===== src/rtl/aes_pkg.sv =====
// rtl/aes_pkg.sv - shared types, constants and GF(2^8) helper for the AES-128 core
package aes_pkg;

    localparam int         NR_DEFAULT = 10;
    localparam logic [7:0] RCON_INIT  = 8'h01;

    typedef enum logic [2:0] {
        ST_IDLE   = 3'd0,
        ST_KEYGEN = 3'd1,
        ST_INIT   = 3'd2,
        ST_ROUND  = 3'd3,
        ST_FINAL  = 3'd4,
        ST_DONE   = 3'd5
    } state_e;

    // Multiply by x in GF(2^8) modulo the AES polynomial x^8+x^4+x^3+x+1.
    function automatic logic [7:0] xtime(input logic [7:0] b);
        return {b[6:0], 1'b0} ^ (b[7] ? 8'h1B : 8'h00);
    endfunction

endpackage


===== src/rtl/aes_rcon_gen.sv =====
// rtl/aes_rcon_gen.sv - round-constant register with load-to-01 and xtime step
module aes_rcon_gen
    import aes_pkg::*;
(
    input  logic       clk,
    input  logic       rst,
    input  logic       load_i,
    input  logic       step_i,
    output logic [7:0] rcon_o
);

    logic [7:0] rcon_q;
    logic [7:0] rcon_d;

    // Load wins over step so a fresh expansion always begins from 01.
    always_comb begin
        rcon_d = rcon_q;
        if (load_i) begin
            rcon_d = RCON_INIT;
        end else if (step_i) begin
            rcon_d = xtime(rcon_q);
        end
    end

    always_ff @(posedge clk) begin
        if (!rst) begin
            rcon_q <= RCON_INIT;
        end else begin
            rcon_q <= rcon_d;
        end
    end

    assign rcon_o = rcon_q;

endmodule


===== src/rtl/aes_round_sched.sv =====
// rtl/aes_round_sched.sv - iterative AES-128 round and key-expansion scheduler
module aes_round_sched
    import aes_pkg::*;
#(
    parameter int NR = NR_DEFAULT,
    parameter int RW = 4
) (
    input  logic          clk,
    input  logic          rst,
    input  logic          start,
    input  logic          new_key,
    output logic          ready,
    output logic          keys_valid,
    output logic          key_we,
    output logic [RW-1:0] key_addr,
    output logic [7:0]    rcon,
    output logic          st_load,
    output logic          rnd_en,
    output logic          last_rnd,
    output logic [RW-1:0] round,
    output logic          out_valid,
    input  logic          out_ready
);

    localparam logic [RW-1:0] NR_W    = RW'(NR);
    localparam logic [RW-1:0] NR_M1_W = RW'(NR - 1);
    localparam logic [RW-1:0] ONE_W   = RW'(1);

    state_e        state_q;
    state_e        state_d;
    logic [RW-1:0] round_q;
    logic [RW-1:0] round_d;
    logic [RW-1:0] key_addr_q;
    logic [RW-1:0] key_addr_d;
    logic          keys_valid_q;
    logic          keys_valid_d;
    logic          rcon_load;
    logic          rcon_step;

    always_comb begin
        state_d      = state_q;
        round_d      = round_q;
        key_addr_d   = key_addr_q;
        keys_valid_d = keys_valid_q;
        rcon_load    = 1'b0;
        rcon_step    = 1'b0;
        case (state_q)
            ST_IDLE: begin
                if (start) begin
                    if (new_key || !keys_valid_q) begin
                        state_d      = ST_KEYGEN;
                        key_addr_d   = ONE_W;
                        keys_valid_d = 1'b0;
                        rcon_load    = 1'b1;
                    end else begin
                        state_d = ST_INIT;
                    end
                end
            end
            ST_KEYGEN: begin
                rcon_step = 1'b1;
                if (key_addr_q == NR_W) begin
                    state_d      = ST_INIT;
                    key_addr_d   = '0;
                    keys_valid_d = 1'b1;
                end else begin
                    key_addr_d = key_addr_q + ONE_W;
                end
            end
            ST_INIT: begin
                state_d    = ST_ROUND;
                round_d    = ONE_W;
                key_addr_d = ONE_W;
            end
            // Round key index tracks the round number while encrypting.
            ST_ROUND: begin
                round_d    = round_q + ONE_W;
                key_addr_d = round_q + ONE_W;
                if (round_q == NR_M1_W) begin
                    state_d = ST_FINAL;
                end
            end
            ST_FINAL: begin
                state_d = ST_DONE;
            end
            ST_DONE: begin
                if (out_ready) begin
                    state_d    = ST_IDLE;
                    round_d    = '0;
                    key_addr_d = '0;
                end
            end
            default: begin
                state_d    = ST_IDLE;
                round_d    = '0;
                key_addr_d = '0;
            end
        endcase
    end

    always_ff @(posedge clk) begin
        if (!rst) begin
            state_q      <= ST_IDLE;
            round_q      <= '0;
            key_addr_q   <= '0;
            keys_valid_q <= 1'b0;
        end else begin
            state_q      <= state_d;
            round_q      <= round_d;
            key_addr_q   <= key_addr_d;
            keys_valid_q <= keys_valid_d;
        end
    end

    aes_rcon_gen u_rcon_gen (
        .clk    (clk),
        .rst    (rst),
        .load_i (rcon_load),
        .step_i (rcon_step),
        .rcon_o (rcon)
    );

    // Strobes decode from registered state only, so no input reaches an output.
    assign ready      = (state_q == ST_IDLE);
    assign key_we     = (state_q == ST_KEYGEN);
    assign st_load    = (state_q == ST_INIT);
    assign rnd_en     = (state_q == ST_ROUND) || (state_q == ST_FINAL);
    assign last_rnd   = (state_q == ST_FINAL);
    assign out_valid  = (state_q == ST_DONE);
    assign round      = round_q;
    assign key_addr   = key_addr_q;
    assign keys_valid = keys_valid_q;

endmodule


===== config.mk =====
export PLATFORM = sky130hd
export DESIGN_NAME = aes_round_sched
export DESIGN_NICKNAME = d
export VERILOG_FILES = /design/src/rtl/aes_pkg.sv /design/src/rtl/aes_rcon_gen.sv /design/src/rtl/aes_round_sched.sv
export SDC_FILE = /design/constraint.sdc
export NUM_CORES = 1
export LEC_CHECK = 0
export CAP_MARGIN = 0
export CORE_ASPECT_RATIO = 1.2
export CORE_UTILIZATION = 48
export CTS_CLUSTER_SIZE = 16
export DETAILED_ROUTE_END_ITERATION = 8
export PLACE_DENSITY = 0.78
export SLEW_MARGIN = 10
export SYNTH_ARGS = -nofsm -noshare
export SYNTH_HDL_FRONTEND = slang
export SYNTH_SLANG_ARGS = --single-unit

===== constraint.sdc =====
create_clock -name clk -period 2.1 [get_ports clk]
set_clock_uncertainty 0.1 [all_clocks]
set_input_delay 0.42 -clock clk [delete_from_list [all_inputs] [get_ports clk]]
set_output_delay 0.42 -clock clk [all_outputs]
set_load 0.02 [all_outputs]

==> flow_summary_export.csv <==
group,metric,value,unit
logic_synthesis,yosysWarnings,0,
logic_synthesis,synth_cell_types,45,
die,initial_core_util,50.7,%
logic_synthesis,synth_cells,131,
route,ant_nets,0,
global_routing,grt_overflow_total,0,
power,p_leak,0.600,nW
hold_path,hold_class,"reg -> reg",
cts,htreeDepth,1,
route,dr.pass1.iters,4,
power,ir_drop,700,uV
sta,rsz0062_at_grt,"false",
global_routing,grt_pass1_vias,1007,
cts,cts_tree,"done",
logic_synthesis,synthSimpleGateAreaFrac,21.2,%
hold_path,hold_end,"u_rcon_gen.rcon_o[1]$_SDFFE_PP0P_",
final_layout,final_nets,176,
outcome,status,"complete, no violations",
cts,path_clk_slew,0.12,ns
route,wirelength,2760,um
die,core-area,0.00231,mm2
route,wl_per_cell,14.0,um
setup_path,r2r-end,"state_q[1]$_SDFFE_PN0P_",
sta,hold_violations,0,
cts,worstSkewPairLatency,0.30,ns
logic_synthesis,synth.area.mux_share,3.42,%
cts,post-cts-setup-buffers,0,
sta,finalCritPeriodShare,95.9,%
final_layout,area_growth,31.9,%
hold_path,min_path_cells,2,
die,die_y,56.1,um
die,rows,19,
global_routing,grt_usage,22.8,%
cts,numCtsBuffers,3,
route,vias_per_cell,5.55,
setup_path,critical_path_class,"reg -> out",
cts,clockBufferDepth,2,
place,dpl.hpwl,2130,um
sta,worst_pin_slew,0.382,ns
sta,whs,0.425,ns
power,switching_share,38.8,%
sta,fmax,497,MHz
place,post_dp_cell_area,0.00151,mm2
die,fp.dieW,47.1,um
logic_synthesis,synthFlopType,"dfxtp_1",
global_routing,antenna_found_initial,0,
sta,maxSlewHeadroom,73.9,%
die,io_pins,28,
global_routing,grt_pass1_wl,4410,um
sta,fin_setup_tns,0,ns
cts,cts.sinks,20,
logic_synthesis,yosysSeqAreaShare,34.2,%
logic_synthesis,synth_top_family_by_area,"compound AO/OA/AOI/OAI gates",
sta,slew_viol_final,0,
logic_synthesis,async_reset_ff_share,0,%
logic_synthesis,syn-num-nets,140,
place,gp_congestion,0.934,
place,io_buffers,27,
die,die_area,0.00264,mm2
hold_path,min-delay-start,"u_rcon_gen.rcon_o[1]$_SDFFE_PP0P_",
power,comb_power_share,46.9,%
power,power.switching,0.528,mW
setup_path,path_max_fanout,10,
global_routing,grt_max_degree,15,
sta,finalSetupViolations,0,
logic_synthesis,synth_compound_area_share,26.3,%
power,finalPower,1.36,mW
final_layout,antenna_cells,0,
power,pwr-share-seq,36.3,%
setup_path,required,1.58,ns
logic_synthesis,syn_area,0.00117,mm2
cts,cts_root_buf,"clkbuf_4",
logic_synthesis,avgSynthCellArea,8.93,um2
setup_path,startpoint_type,"register",
logic_synthesis,synth-seq-cells,20,
setup_path,reg2reg_depth,6,
power,clockPowerShare,16.9,%
logic_synthesis,synth-xor-area-share,3.74,%
setup_path,end_kind,"primary output",
final_layout,fillers,201,
setup_path,ff2ff_setup_slack,0.37,ns
logic_synthesis,synth_edf_count,0,
run,drv_cap,0,
setup_path,r2r_start,"key_addr[0]$_SDFFE_PN0P_",
route,vias,1094,
power,p_int,0.832,mW
route,drc,0,
power,power_density,881,mW/mm2
route,drt_iter0_markers,21,
sta,period_minus_slack,2.01,ns
final_layout,fin_area,0.00154,mm2
final_layout,layout-drive-gt1-share,15.7,%
logic_synthesis,synthAdderAreaFrac,4.28,%
setup_path,cp.arrival,1.49,ns
final_layout,utilization,66.9,%
## cells in the final DEF, fill, tap and decap left out, types with 2 or more instances in the layout
cell and instances:
a32o_1 2, nor3_1 2, o21ai_0 4, nand2b_1 3
buf_4 11, nand2_1 5, dfxtp_1 18, a21oi_1 11
inv_1 8, a31oi_1 2, o22ai_1 2, clkbuf_4 3
ha_1 4, dlygate4sd2_1 6, dfxtp_2 2, a2111oi_0 2
mux2i_1 4, xnor2_1 4, nor2b_1 5, nor2_1 14
nand3_1 5, clkdlybuf4s50_1 21, a211oi_1 4
## layer usage
| metal | vias up | GRT usage [%] | wire length, um |
|---|---|---|---|
| met3 | 6 | 2.92 | 131 |
| met1 | 515 | 27.1 | 1150 |
| met4 | 0 | 8.16 | 49 |
| met5 | - | 0 | 0 |
| li1 | 541 | - | - |
| met2 | 32 | 39.5 | 1430 |
## layout make-up
type                            count  area (um2)  area share (%)
Tap cell                           31        38.8            2.51
Multi-Input combinational cell     96         689            44.7
Sequential cell                    20         403            26.1
Clock buffer                        4        36.3            2.35
Timing Repair Buffer               38         345            22.4
Inverter                            8        30.0            1.95
## registers in the layout, summed over array words and instances (netlist names)
register / cells
u_rcon_gen.rcon_o: 8
keys_valid: 1
state_q: 3
round: 4
key_addr: 4
## through the flow
step           std cells  setup WS (ns)
2_1_floorplan        131          0.446
3_3_place_gp         193          0.129
3_5_place_dp         193         0.0834
4_1_cts              197         0.0868
5_1_grt              197         0.0505
6_report             197         0.0862
## worst max path at each step
stage                                   startpoint                       to  slack (ns)  cells past startpoint
after floorplan           key_addr[0]$_SDFFE_PN0P_  state_q[1]$_SDFFE_PN0P_        0.45                      6
final                      state_q[0]$_SDFFE_PN0P_                    ready        0.09                      3
after global placement     state_q[0]$_SDFFE_PN0P_                    ready        0.13                      3
after CTS                  state_q[0]$_SDFFE_PN0P_                    ready        0.09                      3
after detailed placement   state_q[1]$_SDFFE_PN0P_                  st_load        0.08                      3
after global routing       state_q[0]$_SDFFE_PN0P_                    ready        0.05                      3
## power by group through the flow
stage / Clock, mW / Combinational, mW / Sequential, mW
final: 0.229 / 0.637 / 0.493
after global routing: 0.248 / 0.687 / 0.503
after CTS: 0.234 / 0.637 / 0.493
after detailed placement: 0 / 0.654 / 0.499
after global placement: 0 / 0.645 / 0.494
after floorplan: 0 / 0.403 / 0.515
## timing repair
item                       CTS  global route
hold endpoints to repair     0             0
setup endpoints to repair    6             0
hold buffers                 0             0
gates resized for setup      8             0
## critical path, stage by stage (launching register included)
cell and delay (ns):
dfxtp_2 0.39, or3_4 0.39, inv_1 0.08, dlygate4sd2_1 0.33
## cells by family after synthesis
kind of cell               Yosys count
DFF                                 20
AOI/OAI and AO/OA                   38
adders and majority gates            4
xor gates and xnor gates             5
buffers and inverters               15
muxes                                4
and+or+nand+nor                     45
## cells in the mapped netlist, drive strengths merged (2+ instances only)
cell,number,area [um2]
a21oi,11,55.1
or3,2,17.5
nor2,15,58.8
nand2b,3,18.8
nor2b,6,40.0
nand3,5,25.0
dfxtp,20,400
xnor2,4,35.0
nand2,5,18.8
a31oi,2,12.5
mux2i,4,40.0
inv,8,30.0
a32o,2,20.0
and2,2,13.8
a211oi,4,30.0
clkbuf,2,7.51
buf,5,42.5
and2b,2,16.3
nor3,2,10.0
o22ai,2,12.5
ha,4,50.1
a2111oi,3,45.1
o21ai,6,41.3
(Power assumes the default switching activity.)
